<file path="config.mk">
export PLATFORM = sky130hd
export DESIGN_NAME = lc3_control_flat
export DESIGN_NICKNAME = d
export VERILOG_FILES = /design/src/rtl/lc3_ctrl_pkg.sv /design/src/rtl/lc3_control_if.sv /design/src/rtl/lc3_mem_timer.sv /design/src/rtl/lc3_control.sv /design/src/flat_wrapper.sv
export SDC_FILE = /design/constraint.sdc
export NUM_CORES = 1
export LEC_CHECK = 0
export BUFFER_PORTS_ARGS = -buffer_cell sky130_fd_sc_hd__buf_2
export CORE_MARGIN = 3
export CORE_UTILIZATION = 40
export CTS_CLUSTER_DIAMETER = 40
export DETAILED_ROUTE_END_ITERATION = 16
export GPL_TIMING_DRIVEN = 0
export PLACE_DENSITY = 0.74
export SLEW_MARGIN = 5
export SYNTH_ARGS = -nofsm -noshare
export SYNTH_HDL_FRONTEND = slang
export SYNTH_HIERARCHICAL = 1
export SYNTH_SLANG_ARGS = --single-unit
export TNS_END_PERCENT = 100
</file>
<file path="constraint.sdc">
create_clock -name clk -period 1.73 [get_ports clk]
set_clock_uncertainty 0.1 [all_clocks]
set_input_delay 0.173 -clock clk [delete_from_list [all_inputs] [get_ports clk]]
set_output_delay 0.173 -clock clk [all_outputs]
set_load 0.01 [all_outputs]
</file>
<file path="src/rtl/lc3_ctrl_pkg.sv">
// Shared definitions for the LC3 microsequencer: the state encoding, opcode
// values, ALU operation codes, datapath mux select codes and the HALT trap
// vector. Imported by the controller and its memory timer.
package lc3_ctrl_pkg;

    typedef enum logic [3:0] {
        S_IDLE, S_F1, S_F2, S_F3, S_DEC,
        S_ALU, S_BR, S_JMP, S_LEA, S_ADDR,
        S_RD, S_WB, S_SD, S_WR, S_HALT, S_ILL
    } state_t;

    localparam logic [3:0] OP_BR   = 4'b0000;
    localparam logic [3:0] OP_ADD  = 4'b0001;
    localparam logic [3:0] OP_LD   = 4'b0010;
    localparam logic [3:0] OP_ST   = 4'b0011;
    localparam logic [3:0] OP_AND  = 4'b0101;
    localparam logic [3:0] OP_LDR  = 4'b0110;
    localparam logic [3:0] OP_STR  = 4'b0111;
    localparam logic [3:0] OP_NOT  = 4'b1001;
    localparam logic [3:0] OP_JMP  = 4'b1100;
    localparam logic [3:0] OP_LEA  = 4'b1110;
    localparam logic [3:0] OP_TRAP = 4'b1111;

    localparam logic [1:0] ALU_AND   = 2'b00;
    localparam logic [1:0] ALU_NOT   = 2'b01;
    localparam logic [1:0] ALU_ADD   = 2'b10;
    localparam logic [1:0] ALU_PASSA = 2'b11;

    localparam logic       A1M_SR1    = 1'b0;
    localparam logic       A1M_PC     = 1'b1;
    localparam logic [1:0] A2M_SEXT11 = 2'd0;
    localparam logic [1:0] A2M_SEXT9  = 2'd1;
    localparam logic [1:0] A2M_SEXT6  = 2'd2;
    localparam logic [1:0] A2M_ZERO   = 2'd3;
    localparam logic [1:0] PCMUX_BUS  = 2'd0;
    localparam logic [1:0] PCMUX_ADDR = 2'd1;
    localparam logic [1:0] PCMUX_INC  = 2'd2;
    localparam logic       MARMUX_ZEXT8 = 1'b0;
    localparam logic       MARMUX_ADDR  = 1'b1;

    localparam logic [7:0] TRAP_HALT = 8'h25;

    // LD and LDR go through the read path; ST and STR through the store path.
    function automatic logic is_load(input logic [3:0] op);
        return (op == OP_LD) || (op == OP_LDR);
    endfunction

endpackage

</file>
<file path="src/rtl/lc3_control_if.sv">
// Control/status bundle between the LC3 controller and its datapath.
//   ir, cc             : datapath -> controller (instruction register, nzp)
//   ld_*, gate_*, sels : controller -> datapath (loads, bus drivers, muxes)
//   mem_en, mem_rw     : controller -> memory (MDR source, write strobe)
// master = controller side, slave = datapath side.
interface lc3_control_if;
    logic [15:0] ir;
    logic [2:0]  cc;
    logic        ld_ir, ld_reg, ld_pc, ld_cc, ld_mar, ld_mdr;
    logic [2:0]  dr, sr1, sr2;
    logic [1:0]  aluk;
    logic        gate_alu, gate_pc, gate_marmux, gate_mdr;
    logic        a1m_sel;
    logic [1:0]  a2m_sel, pcmux_sel;
    logic        marmux_sel, mem_en, mem_rw;

    modport master (
        input  ir, cc,
        output ld_ir, ld_reg, ld_pc, ld_cc, ld_mar, ld_mdr,
        output dr, sr1, sr2, aluk,
        output gate_alu, gate_pc, gate_marmux, gate_mdr,
        output a1m_sel, a2m_sel, pcmux_sel, marmux_sel, mem_en, mem_rw
    );

    modport slave (
        output ir, cc,
        input  ld_ir, ld_reg, ld_pc, ld_cc, ld_mar, ld_mdr,
        input  dr, sr1, sr2, aluk,
        input  gate_alu, gate_pc, gate_marmux, gate_mdr,
        input  a1m_sel, a2m_sel, pcmux_sel, marmux_sel, mem_en, mem_rw
    );
endinterface

</file>
<file path="src/rtl/lc3_mem_timer.sv">
// Fixed-latency memory access timer shared by the fetch, read and write
// states. Counts 0..MEM_CYCLES-1 while en is high and flags the final count.
//   clk, rst_n : clock, asynchronous active-low reset
//   en         : an access is in progress this cycle
//   done       : this is the last cycle of the access
module lc3_mem_timer #(
    parameter int MEM_CYCLES = 1
) (
    input  logic clk,
    input  logic rst_n,
    input  logic en,
    output logic done
);
    localparam logic [3:0] LAST = 4'(MEM_CYCLES - 1);

    logic [3:0] count;

    assign done = en && (count == LAST);

    // Wrapping on done (or idling) guarantees the count is 0 for the next access.
    always_ff @(posedge clk or negedge rst_n) begin
        if (!rst_n)
            count <= '0;
        else if (!en || done)
            count <= '0;
        else
            count <= count + 4'd1;
    end
endmodule

</file>
<file path="src/rtl/lc3_control.sv">
// LC3 microsequencer: a Moore FSM that drives every control input of the
// datapath for ADD/AND/NOT/BR/JMP/LD/LDR/ST/STR/LEA and TRAP x25 (HALT).
//   clk, rst_n      : clock, asynchronous active-low reset
//   run             : start/continue, sampled in IDLE and at instruction end
//   bus (master)    : ir/cc in, loads/gates/selects/memory strobes out
//   halted, illegal : sticky status; illegal implies halted
module lc3_control
    import lc3_ctrl_pkg::*;
#(
    parameter int MEM_CYCLES = 1
) (
    input  logic          clk,
    input  logic          rst_n,
    input  logic          run,
    lc3_control_if.master bus,
    output logic          halted,
    output logic          illegal
);
    state_t     state, state_next, end_state;
    logic [3:0] opcode;
    logic       br_taken, timer_en, timer_done;

    assign opcode    = bus.ir[15:12];
    assign br_taken  = |(bus.ir[11:9] & bus.cc);
    assign end_state = run ? S_F1 : S_IDLE;

    // HALT and ILL are terminal, so decoding the state gives sticky flags.
    assign halted  = (state == S_HALT) || (state == S_ILL);
    assign illegal = (state == S_ILL);

    lc3_mem_timer #(.MEM_CYCLES(MEM_CYCLES)) u_timer (
        .clk   (clk),
        .rst_n (rst_n),
        .en    (timer_en),
        .done  (timer_done)
    );

    always_ff @(posedge clk or negedge rst_n) begin
        if (!rst_n)
            state <= S_IDLE;
        else
            state <= state_next;
    end

    always_comb begin
        state_next      = state;
        timer_en        = 1'b0;
        bus.ld_ir       = 1'b0;
        bus.ld_reg      = 1'b0;
        bus.ld_pc       = 1'b0;
        bus.ld_cc       = 1'b0;
        bus.ld_mar      = 1'b0;
        bus.ld_mdr      = 1'b0;
        bus.dr          = bus.ir[11:9];
        bus.sr1         = bus.ir[8:6];
        bus.sr2         = bus.ir[2:0];
        bus.aluk        = ALU_AND;
        bus.gate_alu    = 1'b0;
        bus.gate_pc     = 1'b0;
        bus.gate_marmux = 1'b0;
        bus.gate_mdr    = 1'b0;
        bus.a1m_sel     = A1M_SR1;
        bus.a2m_sel     = A2M_SEXT11;
        bus.pcmux_sel   = PCMUX_BUS;
        bus.marmux_sel  = MARMUX_ZEXT8;
        bus.mem_en      = 1'b0;
        bus.mem_rw      = 1'b0;

        case (state)
            S_IDLE: if (run) state_next = S_F1;
            S_F1: begin
                bus.gate_pc   = 1'b1;
                bus.ld_mar    = 1'b1;
                bus.pcmux_sel = PCMUX_INC;
                bus.ld_pc     = 1'b1;
                state_next    = S_F2;
            end
            S_F2, S_RD: begin
                bus.mem_en = 1'b1;
                timer_en   = 1'b1;
                // MDR captures memory only once the access has completed.
                if (timer_done) begin
                    bus.ld_mdr = 1'b1;
                    state_next = (state == S_F2) ? S_F3 : S_WB;
                end
            end
            S_F3: begin
                bus.gate_mdr = 1'b1;
                bus.ld_ir    = 1'b1;
                state_next   = S_DEC;
            end
            S_DEC: begin
                case (opcode)
                    OP_ADD, OP_AND, OP_NOT:         state_next = S_ALU;
                    OP_BR:                          state_next = S_BR;
                    OP_JMP:                         state_next = S_JMP;
                    OP_LEA:                         state_next = S_LEA;
                    OP_LD, OP_LDR, OP_ST, OP_STR:   state_next = S_ADDR;
                    OP_TRAP: state_next = (bus.ir[7:0] == TRAP_HALT) ? S_HALT : S_ILL;
                    default:                        state_next = S_ILL;
                endcase
            end
            S_ALU: begin
                bus.gate_alu = 1'b1;
                bus.ld_reg   = 1'b1;
                bus.ld_cc    = 1'b1;
                case (opcode)
                    OP_ADD:  bus.aluk = ALU_ADD;
                    OP_AND:  bus.aluk = ALU_AND;
                    default: bus.aluk = ALU_NOT;
                endcase
                state_next = end_state;
            end
            S_BR: begin
                if (br_taken) begin
                    bus.a1m_sel   = A1M_PC;
                    bus.a2m_sel   = A2M_SEXT9;
                    bus.pcmux_sel = PCMUX_ADDR;
                    bus.ld_pc     = 1'b1;
                end
                state_next = end_state;
            end
            S_JMP: begin
                bus.a1m_sel   = A1M_SR1;
                bus.a2m_sel   = A2M_ZERO;
                bus.pcmux_sel = PCMUX_ADDR;
                bus.ld_pc     = 1'b1;
                state_next    = end_state;
            end
            S_LEA: begin
                bus.a1m_sel     = A1M_PC;
                bus.a2m_sel     = A2M_SEXT9;
                bus.marmux_sel  = MARMUX_ADDR;
                bus.gate_marmux = 1'b1;
                bus.ld_reg      = 1'b1;
                state_next      = end_state;
            end
            S_ADDR: begin
                bus.marmux_sel  = MARMUX_ADDR;
                bus.gate_marmux = 1'b1;
                bus.ld_mar      = 1'b1;
                // PC-relative for LD/ST, base+offset6 for LDR/STR.
                if (opcode == OP_LD || opcode == OP_ST) begin
                    bus.a1m_sel = A1M_PC;
                    bus.a2m_sel = A2M_SEXT9;
                end else begin
                    bus.a1m_sel = A1M_SR1;
                    bus.a2m_sel = A2M_SEXT6;
                end
                state_next = is_load(opcode) ? S_RD : S_SD;
            end
            S_WB: begin
                bus.gate_mdr = 1'b1;
                bus.ld_reg   = 1'b1;
                bus.ld_cc    = 1'b1;
                state_next   = end_state;
            end
            S_SD: begin
                // Store data register lives in the DR field; route it through the ALU.
                bus.sr1      = bus.ir[11:9];
                bus.aluk     = ALU_PASSA;
                bus.gate_alu = 1'b1;
                bus.ld_mdr   = 1'b1;
                state_next   = S_WR;
            end
            S_WR: begin
                bus.mem_rw = 1'b1;
                timer_en   = 1'b1;
                if (timer_done) state_next = end_state;
            end
            S_HALT, S_ILL: state_next = state;
            default:       state_next = S_IDLE;
        endcase
    end
endmodule

</file>
<file path="src/flat_wrapper.sv">
// flat-port wrapper written by rule: the top's interface ports become plain ports
module lc3_control_flat import lc3_ctrl_pkg::*;
#(
    parameter int MEM_CYCLES = 1
)
  (clk, rst_n, run, halted, illegal, bus_ir, bus_cc, bus_ld_ir, bus_ld_reg, bus_ld_pc, bus_ld_cc, bus_ld_mar, bus_ld_mdr, bus_dr, bus_sr1, bus_sr2, bus_aluk, bus_gate_alu, bus_gate_pc, bus_gate_marmux, bus_gate_mdr, bus_a1m_sel, bus_a2m_sel, bus_pcmux_sel, bus_marmux_sel, bus_mem_en, bus_mem_rw);
  lc3_control_if bus_i ();
  input  logic clk;
  input  logic rst_n;
  input  logic run;
  output logic halted;
  output logic illegal;
  input wire logic [$bits(bus_i.ir)-1:0] bus_ir;
  input wire logic [$bits(bus_i.cc)-1:0] bus_cc;
  output wire logic [$bits(bus_i.ld_ir)-1:0] bus_ld_ir;
  output wire logic [$bits(bus_i.ld_reg)-1:0] bus_ld_reg;
  output wire logic [$bits(bus_i.ld_pc)-1:0] bus_ld_pc;
  output wire logic [$bits(bus_i.ld_cc)-1:0] bus_ld_cc;
  output wire logic [$bits(bus_i.ld_mar)-1:0] bus_ld_mar;
  output wire logic [$bits(bus_i.ld_mdr)-1:0] bus_ld_mdr;
  output wire logic [$bits(bus_i.dr)-1:0] bus_dr;
  output wire logic [$bits(bus_i.sr1)-1:0] bus_sr1;
  output wire logic [$bits(bus_i.sr2)-1:0] bus_sr2;
  output wire logic [$bits(bus_i.aluk)-1:0] bus_aluk;
  output wire logic [$bits(bus_i.gate_alu)-1:0] bus_gate_alu;
  output wire logic [$bits(bus_i.gate_pc)-1:0] bus_gate_pc;
  output wire logic [$bits(bus_i.gate_marmux)-1:0] bus_gate_marmux;
  output wire logic [$bits(bus_i.gate_mdr)-1:0] bus_gate_mdr;
  output wire logic [$bits(bus_i.a1m_sel)-1:0] bus_a1m_sel;
  output wire logic [$bits(bus_i.a2m_sel)-1:0] bus_a2m_sel;
  output wire logic [$bits(bus_i.pcmux_sel)-1:0] bus_pcmux_sel;
  output wire logic [$bits(bus_i.marmux_sel)-1:0] bus_marmux_sel;
  output wire logic [$bits(bus_i.mem_en)-1:0] bus_mem_en;
  output wire logic [$bits(bus_i.mem_rw)-1:0] bus_mem_rw;
  assign bus_i.ir = bus_ir;
  assign bus_i.cc = bus_cc;
  assign bus_ld_ir = bus_i.ld_ir;
  assign bus_ld_reg = bus_i.ld_reg;
  assign bus_ld_pc = bus_i.ld_pc;
  assign bus_ld_cc = bus_i.ld_cc;
  assign bus_ld_mar = bus_i.ld_mar;
  assign bus_ld_mdr = bus_i.ld_mdr;
  assign bus_dr = bus_i.dr;
  assign bus_sr1 = bus_i.sr1;
  assign bus_sr2 = bus_i.sr2;
  assign bus_aluk = bus_i.aluk;
  assign bus_gate_alu = bus_i.gate_alu;
  assign bus_gate_pc = bus_i.gate_pc;
  assign bus_gate_marmux = bus_i.gate_marmux;
  assign bus_gate_mdr = bus_i.gate_mdr;
  assign bus_a1m_sel = bus_i.a1m_sel;
  assign bus_a2m_sel = bus_i.a2m_sel;
  assign bus_pcmux_sel = bus_i.pcmux_sel;
  assign bus_marmux_sel = bus_i.marmux_sel;
  assign bus_mem_en = bus_i.mem_en;
  assign bus_mem_rw = bus_i.mem_rw;
  lc3_control #(.MEM_CYCLES(MEM_CYCLES)) u_core (.clk(clk), .rst_n(rst_n), .run(run), .bus(bus_i), .halted(halted), .illegal(illegal));
endmodule
</file>
Word level (Yosys, flattened, before mapping)
Cells that the tools add are included.

$add $sub $neg: 1. Equality and inequality tests: 29. Muxes and demuxes: 34. Bitwise gates (word level): 2. Reduce and logical (&&, ||, !) cells: 24.

Operators with widths (number): equality test 4 bit, second input constant (12); one-hot mux 4 bit (9 select lines) (1); equality test 4 x 3 -> 1 bit, second input constant (7); one-hot mux 4 bit (6 select lines) (1); 2-to-1 mux 4 bit (5); 2-to-1 mux 1 bit (17); equality test 4 x 2 -> 1 bit, second input constant (4); OR reduction 2 bit (8); zero test 4 bit (3); OR reduction 3 bit (4); equality test 4 x 1 -> 1 bit, second input constant (2); equality test 8 x 6 -> 1 bit, second input constant (1); one-hot mux 2 bit (2 select lines) (2); one-hot mux 2 bit (4 select lines) (1); 2-to-1 mux 3 bit (2); != test 2 bit, second input constant (3); one-hot mux 2 bit (3 select lines) (1); OR reduction 5 bit (1); adder 4 x 1 -> 4 bit, second input constant (1); logical OR 1 bit (4); one-hot mux 1 bit (2 select lines) (2); AND reduction 4 bit (1); OR reduction 4 bit (1); AND 3 bit (1); other kinds (5) (5).

Bits in registers: 8. Input port bits: 22. Output and inout port bits: 31.

Logic depth before layout (Yosys ltp)
Gate-level depths: netlist of run 1.

Depth after elaboration: 6. Depth in mapped cells: 9. Depth with buffers taken out: 9.

Hierarchy
Netlist of run 1, hierarchy kept.

Modules (own cells, without submodules): lc3_control (instances 1, cells an instance 111, area an instance 747.0 sq um, sequential area each 100.1 sq um); lc3_mem_timer (instances 1, cells an instance 20, area an instance 220.2 sq um, sequential area each 100.1 sq um).

Worst setup path after synthesis of run 1
OpenSTA, ideal clock, no wires.

Path type: reg2reg. From: register u_core.state[1]. To: register u_core.state[0]. Library setup time: 78 ps. Arrival: 1549 ps. Data required time: 1552 ps. Setup slack: 3 ps. Cell stages (with the launch flop): 9. Clock period less this slack: 1727 ps. Cells stage by stage: dfrtp_1 buf_4 nand2b_1 o22ai_1 and2_1 nand2b_1 a21oi_1 o21ai_0 a21boi_1.

Cells in the longest elaborated chain, start to end: 6. Elaborated cells between the ends (all ways): 28. Those cells by class: eq/ne: 18; mux: 2; bitwise: 1; reduce/logical: 7.

Ends and longest elaborated chain: start: declaration (RTL line lc3_control.sv:19) `state_t state, state_next, end_state;`; start signal: assignment (RTL line lc3_control.sv:42) `state <= state_next;`; equality test 4 bit or equality test 4 x 2 -> 1 bit (tied branches) (RTL line lc3_control.sv:69) `case (state)`; OR reduction 3 bit (no line) *; 2-to-1 mux 1 bit * (RTL line lc3_control.sv:69); net u_core.timer_en (RTL line lc3_control.sv:21) `logic br_taken, timer_en, timer_done;`; logical AND 1 bit * (RTL line lc3_mem_timer.sv:18) `assign done = en && (count == LAST);`; net u_core.timer_done (RTL line lc3_control.sv:21); != test 2 bit (no line); AND reduction 4 bit (no line) *.

The timed path passes the listed nets; every way through them passes the cells marked *. A chain may end at the register's enable or synchronous reset.

Final worst setup path of run 1
From: register u_core.state[3]. To: output port bus_a2m_sel[0].

Cells in the longest elaborated chain, start to end: 2. Elaborated cells between the ends (all ways): 5. Those cells by class: eq/ne: 4; mux: 1.

Ends and longest elaborated chain: equality test 4 bit or equality test 4 x 3 -> 1 bit (tied branches) (RTL line lc3_control.sv:69); one-hot mux 2 bit (4 select lines) * (RTL line lc3_control.sv:69); end: declaration (RTL line flat_wrapper.sv:30) `output wire logic [$bits(bus_i.a2m_sel)-1:0] bus_a2m_sel;`.

Mark *: on every way between the ends. The rest lies on a longest branch, timed or not.

==> results of run 1 <==
==> area by class of cell <==
| class | count | area share [%] |
|---|---|---|
| repair buffers | 67 | 26.2 |
| inverters | 6 | 1.77 |
| clock buffers | 3 | 1.38 |
| well taps | 28 | 2.15 |
| multi-input cells | 103 | 48.9 |
| plain buffers | 14 | 7.15 |
| flip-flops and latches | 8 | 12.5 |
==> cells in the final DEF (no fill, tap or decap), types with 2 or more instances in the layout <==
master                     synthesis  routed
sky130_fd_sc_hd__and2_1            3       2
sky130_fd_sc_hd__nand3_1           3       3
sky130_fd_sc_hd__nor2_1           18      15
sky130_fd_sc_hd__nor2b_1           3       2
sky130_fd_sc_hd__dfrtp_1           8       6
sky130_fd_sc_hd__clkbuf_4          0       3
sky130_fd_sc_hd__buf_2             5      49
sky130_fd_sc_hd__nor3_1            4       3
sky130_fd_sc_hd__buf_8             0       2
sky130_fd_sc_hd__ha_1              2       2
sky130_fd_sc_hd__buf_6             0       6
sky130_fd_sc_hd__nor2_2            2       4
sky130_fd_sc_hd__a21oi_1           5       3
sky130_fd_sc_hd__nand2_1          10       6
sky130_fd_sc_hd__nand2_4           0       2
sky130_fd_sc_hd__or2_4             0       2
sky130_fd_sc_hd__mux2_4            0       4
sky130_fd_sc_hd__dfrtp_2           0       2
sky130_fd_sc_hd__xnor2_1           3       3
sky130_fd_sc_hd__inv_1             6       4
sky130_fd_sc_hd__o21ai_0           8       6
sky130_fd_sc_hd__nand2b_4          1       3
sky130_fd_sc_hd__buf_4             9      22
sky130_fd_sc_hd__nand2_2           0       2
sky130_fd_sc_hd__nand2b_1          7       4
sky130_fd_sc_hd__nor3b_1           4       4
==> per-stage QoR <==
step                setup slack (ns)  hold WS [ns]  instances  TNS, ns  power, W
CTS                           -0.156         0.186        225   -0.943   0.00204
global route                  -0.337         0.194        229    -2.90   0.00274
floorplan                    0.00316        -0.223        131        0   0.00115
detailed placement            -0.278       -0.0853        209    -1.03   0.00155
global placement              -0.279       -0.0866        209   -0.990   0.00154
finish                        -0.284         0.186        229    -2.19   0.00260
==> sequential cells by signal (all words and copies together) (netlist names) <==
signal / flops
u_core/state: 4
u_core/u_timer/count: 4
==> logic make-up (layout without fill, tap and decap cells) <==
kind of cell / Yosys count / after routing / share of synthesized area, %
muxes: 4 / 4 / 4.66
buffers and inverters: 20 / 90 / 11.9
xor gates and xnor gates: 3 / 3 / 2.72
and+or+nand+nor: 65 / 65 / 36.5
DFF: 8 / 8 / 20.7
AOI/OAI and AO/OA: 29 / 29 / 21.0
adders and majority gates: 2 / 2 / 2.59
==> timing repair <==
action	4_1_cts	5_1_grt
endpoints found under the setup margin	16	19
pin swaps	7	6
hold buffers	1	0
buffers inserted	12	3
cloned	0	1
hold endpoints to repair	8	0
gates resized for setup	21	34
==> critical path, delay by kind of cell (launching register included) <==
kind            cells  cell delay, ns
compound gates      2            0.44
buf+inv             1            0.18
flops               1            0.43
simple gates        2            0.43
==> power by group through the flow <==
stage               registers [W]  clock network (W)  logic, W
detailed placement       0.000303                  0   0.00125
floorplan                0.000284                  0  0.000869
global route             0.000327           0.000159   0.00225
global placement         0.000303                  0   0.00124
finish                   0.000324           0.000138   0.00213
CTS                      0.000299           0.000138   0.00160
==> worst paths after layout <==
| check | cells past startpoint | slack [ns] | endpoint | from |
|---|---|---|---|---|
| worst min-delay path | 2 | 0.19 | u_core/state[0] | rst_n |
| worst min register to register | 1 | 0.42 | u_core/u_timer/count[0] | u_core/u_timer/count[0] |
| worst max-delay path | 5 | -0.28 | bus_a2m_sel[0] | u_core/state[3] |
| max in group asynchronous | 2 | 1.17 | u_core/u_timer/count[1] | rst_n |
| worst max register to register | 8 | -0.25 | u_core/state[0] | u_core/state[3] |
| min in group clk | 4 | 0.20 | u_core/state[1] | bus_ir[12] |
==> routing by layer <==
metal / share of wire, % / wire length (um)
met5: 0 / 0
met4: 2.6 / 103
met3: 9.5 / 377
met2: 49 / 1920
met1: 39 / 1550
==> flow_summary.rst, run 1 <==
.. list-table::
   :header-rows: 1

   * - Metric
     - Value
   * - Result of the run
     - complete, but fails checks
   * - Failing checks
     - setup timing
   * - Distinct cell type count after synthesis
     - 42
   * - Filler cell count
     - 165
   * - Gr busiest metal
     - met2
   * - Initial cell density of the core
     - 42.9%
   * - Number of inserted diodes
     - 0
   * - Critical Path Source Type
     - flop
   * - Met2 capacity usage during global routing
     - 38.6%
   * - Netlist area before placement
     - 967 um2
   * - Routed Wire Length
     - 3.95 mm
   * - CP Data Required Time
     - 1.46 ns
   * - Static leakage
     - 0.803 nW
   * - Cts bufs inserted
     - 3
   * - Share of flip-flops with an asynchronous set or reset after synthesis
     - 100%
   * - Part of the Yosys area used for sequential elements
     - 20.7%
   * - Net switching fraction of the power
     - 48.1%
   * - Max-slew headroom
     - 51.5%
   * - Net switching power figure
     - 0.00125 W
   * - Cells after Synth
     - 131
   * - Met3 track demand over resource in global routing
     - 5.36%
   * - Total cell area at the placement stage
     - 1250 um2
   * - Final clock period utilization by the worst path
     - 116%
   * - Standard cell with the maximum stage delay on the critical path
     - sky130_fd_sc_hd__dfrtp_1
   * - Deepest level of the CTS H-tree
     - 1
   * - Multi-input combinational cell area
     - 796 um2
   * - Routed vias
     - 1,288
   * - Share of layout cells above drive strength 1
     - 58.7%
   * - Num ports
     - 53
   * - Number of warnings reported in the yosys synthesis log
     - 6
   * - CTS tree
     - done
   * - Net count of the mapped netlist
     - 155
   * - Gp weighted congestion
     - 0.896
   * - Drc violations
     - 0
   * - Top-area cell type share of the netlist area
     - 20.7%
   * - Most frequently used cell type in the post-synthesis netlist
     - sky130_fd_sc_hd__nor2_1
   * - Worst Setup Path Type
     - flop to output pin
   * - Routed Antenna Nets
     - 0
   * - CTS max path bufs
     - 2
   * - Peak supply drop
     - 0.810 mV
   * - Ranking of synthesized cells by instance count
     - sky130_fd_sc_hd__nor2_1 (18), sky130_fd_sc_hd__nand2_1 (10), sky130_fd_sc_hd__buf_4 (9), sky130_fd_sc_hd__dfrtp_1 (8), sky130_fd_sc_hd__o21ai_0 (8)
   * - Synth area leader
     - sky130_fd_sc_hd__dfrtp_1
   * - Worst stage delay on the critical path
     - 0.43 ns
   * - Arrival @ worst endpoint
     - 1.74 ns
   * - Slew at the pin closest to its max-slew limit
     - 0.728 ns
   * - Part of the power in registers
     - 12.5%
   * - Die Outline Area
     - 3040 um2
   * - Main flop type after synthesis
     - sky130_fd_sc_hd__dfrtp_1
   * - Total setup violations reported at the end of the flow
     - 16
   * - Crit end category
     - output pin
   * - Tmin final
     - 2.01 ns
   * - Part of the total power dissipated in combinational logic
     - 82.2%
   * - Area used by sequential logic in the layout
     - 203 um2
   * - Critical path fanouts, max
     - 4
   * - Largest cells by area after synthesis
     - sky130_fd_sc_hd__dfrtp_1 (21%), sky130_fd_sc_hd__buf_4 (7.0%), sky130_fd_sc_hd__nor2_1 (7.0%), sky130_fd_sc_hd__mux2_2 (4.7%), sky130_fd_sc_hd__nand2b_1 (4.5%)
   * - Number of sinks on the clock net
     - 8
   * - Setup repair after global routing missed its margin
     - yes
   * - Clock slew seen by the registers of the worst setup and hold paths
     - 0.06 ns
   * - Core Rows
     - 17
   * - Die Ht
     - 55.2 um
   * - Synth-to-Final Area Change
     - 68.3%
   * - Slew Limit Fails
     - 0
   * - Dpl hpwl
     - 2.24 mm
   * - Register bit count reported by yosys
     - 8
   * - Internal cell power
     - 0.00135 W
   * - Wire length of the first global-routing pass
     - 5.09 mm
   * - Summed area of non-filler cells in the final layout
     - 1630 um2
   * - Number of antenna violations at the first check in global routing
     - 0
   * - Post-synth EDFFs
     - 0
   * - Number of hold-slack violations in the final timing report
     - 0
   * - Drt wl/cell
     - 17.3 um
   * - Fraction of the core area covered by cells at the end of the flow
     - 72.2%
   * - Standard cell core area
     - 2250 um2
   * - Final net count
     - 227
   * - GR Util met1
     - 28.2%
   * - Mean instance size in the synthesized netlist
     - 7.38 um2
   * - Worst-Skew Late Latency
     - 0.25 ns
   * - Via density per instance
     - 5.62
   * - Largest net degree at the start of global routing
     - 11
   * - Number of global-route vias before repair
     - 1,113
   * - Cell Chain, Critical Path
     - nand2b_4 > or2_4 > o32ai_4 > o21bai_1 > buf_2
   * - PwrDens
     - 1600 nW/um2
   * - Clk Tree Root Cell
     - sky130_fd_sc_hd__clkbuf_4
   * - DRC marker count from the first detailed-route iteration
     - 64
   * - Max-cap violations
     - 0
   * - Number of iterations in the first detailed-routing pass
     - 4
   * - Worst min-delay path category
     - input port to asynchronous set/reset pin
   * - Tot GR Track Use
     - 23.3%
   * - Clock share of power
     - 5.3%
   * - IO buf count
     - 50
   * - X dimension of the die
     - 55.2 um
   * - Total global routing overflow
     - 0
   * - Max frequency
     - 0.497 GHz
   * - Setup ws final
     - -0.284 ns
Note: power is estimated with default switching activity, not from simulation.
==> inputs of run 2 (changes only) <==
CAP_MARGIN = 0   (was unset)
CTS_BUF_LIST = sky130_fd_sc_hd__clkbuf_8 sky130_fd_sc_hd__clkbuf_16   (was unset)
SKIP_CTS_REPAIR_TIMING = 1   (was unset)
==> run 2 against run 1 <==
Sequential share of layout area rose by 0.60 points. Maximum frequency rose by 4.4%. Largest cell class unchanged. Final area fell by 4.0%. Critical path type unchanged. The run still ends with setup timing left.
==> flow_summary.rst, run 2 (synthesized netlist as in run 1, its figures left out) <==
.. list-table::
   :header-rows: 1

   * - Metric
     - Value
   * - Result of the run
     - complete, but fails checks
   * - Failing checks
     - setup timing
   * - Tot GR Track Use
     - 18.8%
   * - Worst-Skew Late Latency
     - 0.22 ns
   * - Area used by sequential logic in the layout
     - 204 um2
   * - Worst Setup Path Type
     - flop to output pin
   * - CP Data Required Time
     - 1.46 ns
   * - Setup ws final
     - -0.200 ns
   * - Worst min-delay path category
     - input port to asynchronous set/reset pin
   * - Num ports
     - 53
   * - Commonest non-fill, non-tap cells in the layout
     - sky130_fd_sc_hd__buf_2 (50), sky130_fd_sc_hd__buf_4 (24), sky130_fd_sc_hd__nor2_1 (17), sky130_fd_sc_hd__o21ai_0 (8), sky130_fd_sc_hd__nand2_1 (7)
   * - Static leakage
     - 0.782 nW
   * - Regs by FF count
     - u_core/state: 4 flops, u_core/u_timer/count: 4 flops
   * - Filler cell count
     - 175
   * - Routed Wire Length
     - 3.46 mm
   * - Final total power
     - 0.00239 W
   * - Largest net degree at the start of global routing
     - 11
   * - Max-cap violations
     - 0
   * - Synth-to-Final Area Change
     - 61.6%
   * - Crit end category
     - output pin
   * - Routed vias
     - 1,280
   * - Initial cell density of the core
     - 42.9%
   * - Number of antenna violations at the first check in global routing
     - 0
   * - DRC marker count from the first detailed-route iteration
     - 62
   * - Routed Antenna Nets
     - 0
   * - Total setup violations reported at the end of the flow
     - 14
   * - Wire length of the first global-routing pass
     - 4.15 mm
   * - Tmin final
     - 1.93 ns
   * - Number of sinks on the clock net
     - 8
   * - Max frequency
     - 0.518 GHz
   * - Arrival @ worst endpoint
     - 1.66 ns
   * - Slew at the pin closest to its max-slew limit
     - 0.538 ns
   * - CTS tree
     - done
   * - Final clock period utilization by the worst path
     - 112%
   * - Gp weighted congestion
     - 0.896
   * - Drt wl/cell
     - 15.1 um
   * - Number of inserted diodes
     - 0
   * - Final net count
     - 227
   * - Die Ht
     - 55.2 um
   * - Setup repair after global routing missed its margin
     - yes
   * - Hold_ws
     - 0.208 ns
   * - Critical path fanouts, max
     - 7
   * - Slew Limit Fails
     - 0
   * - X dimension of the die
     - 55.2 um
   * - IO buf count
     - 50
   * - PwrDens
     - 1530 nW/um2
   * - Placed Instances
     - 209
   * - Share of layout cells above drive strength 1
     - 54.7%
   * - Dpl hpwl
     - 2.24 mm
   * - Multi-input combinational cell area
     - 748 um2
   * - Cts bufs inserted
     - 3
   * - Number of hold-slack violations in the final timing report
     - 0
   * - Total global routing overflow
     - 0
   * - Deepest level of the CTS H-tree
     - 1
   * - Clk Tree Root Cell
     - sky130_fd_sc_hd__clkbuf_8
   * - Die Outline Area
     - 3040 um2
   * - Most common library cell in the layout ignoring fill and taps
     - sky130_fd_sc_hd__buf_2
   * - Number of iterations in the first detailed-routing pass
     - 4
   * - Max-slew headroom
     - 64.1%
   * - Peak supply drop
     - 0.906 mV
   * - Final TNS setup
     - -1.54 ns
   * - Via density per instance
     - 5.59
   * - Minimum setup slack after placement
     - -0.278 ns
   * - Standard cell core area
     - 2250 um2
   * - CTS max path bufs
     - 2
   * - Number of global-route vias before repair
     - 930
   * - Clock slew seen by the registers of the worst setup and hold paths
     - 0.04 ns
   * - Critical Path Source Type
     - flop
   * - Register-to-register path setup slack
     - -0.18 ns
   * - Post-route non-filler standard cell count
     - 229
   * - Drc violations
     - 0
   * - Core Rows
     - 17
run 2: worst max-delay path: stages (launching register included):
cell,delay (ns)
sky130_fd_sc_hd__dfrtp_1,0.39
sky130_fd_sc_hd__buf_6,0.14
sky130_fd_sc_hd__buf_4,0.14
sky130_fd_sc_hd__nor2_1,0.14
sky130_fd_sc_hd__nand2_2,0.12
sky130_fd_sc_hd__o21ai_0,0.21
sky130_fd_sc_hd__and2_1,0.17
sky130_fd_sc_hd__buf_2,0.13
run 2: area by class of cell:
cell class,instances,share of cell area [%]
Multi-Input combinational cell,103,47.9
Clock buffer,3,2.64
Sequential cell,8,13.1
Inverter,6,1.44
Timing Repair Buffer,67,25.8
Buffer,14,6.97
Tap cell,28,2.24
run 2: final timing paths:
check / start / endpoint / cells past startpoint
setup / recovery: u_core/state[1] / bus_a2m_sel[1] / 7
hold / removal: rst_n / u_core/state[1] / 2
setup reg to reg: u_core/state[3] / u_core/state[0] / 8
hold reg to reg: u_core/u_timer/count[0] / u_core/u_timer/count[0] / 1
max in group asynchronous: rst_n / u_core/state[2] / 2
min in group clk: bus_ir[12] / u_core/state[1] / 4
run 2: metrics by stage:
step,util (%),cell area (um2)
floorplan,-,967
global placement,55.5,1250
detailed placement,55.5,1250
CTS,57.4,1290
global route,69.3,1560
finish,69.3,1560
run 2: report_power, final:
| group | switching [W] | internal, W | total [W] | leakage, nW |
|---|---|---|---|---|
| logic | 0.000965 | 0.000887 | 0.00185 | 0.658 |
| clock network | 0.0000640 | 0.000150 | 0.000214 | 0.0216 |
| registers | 0.0000774 | 0.000244 | 0.000321 | 0.102 |
| total | 0.00111 | 0.00128 | 0.00239 | 0.782 |
run 2: routing by layer:
metal  vias to the layer above  part of all wire [%]  GRT usage [%]  wire length (um)
met5                         -                     0              0                 0
met4                         0                  0.93           7.29                32
met3                         6                   7.8           1.61               270
met2                        64                    52           29.7              1780
met1                       613                    40           26.4              1370
li1                        597                     -              -                 -
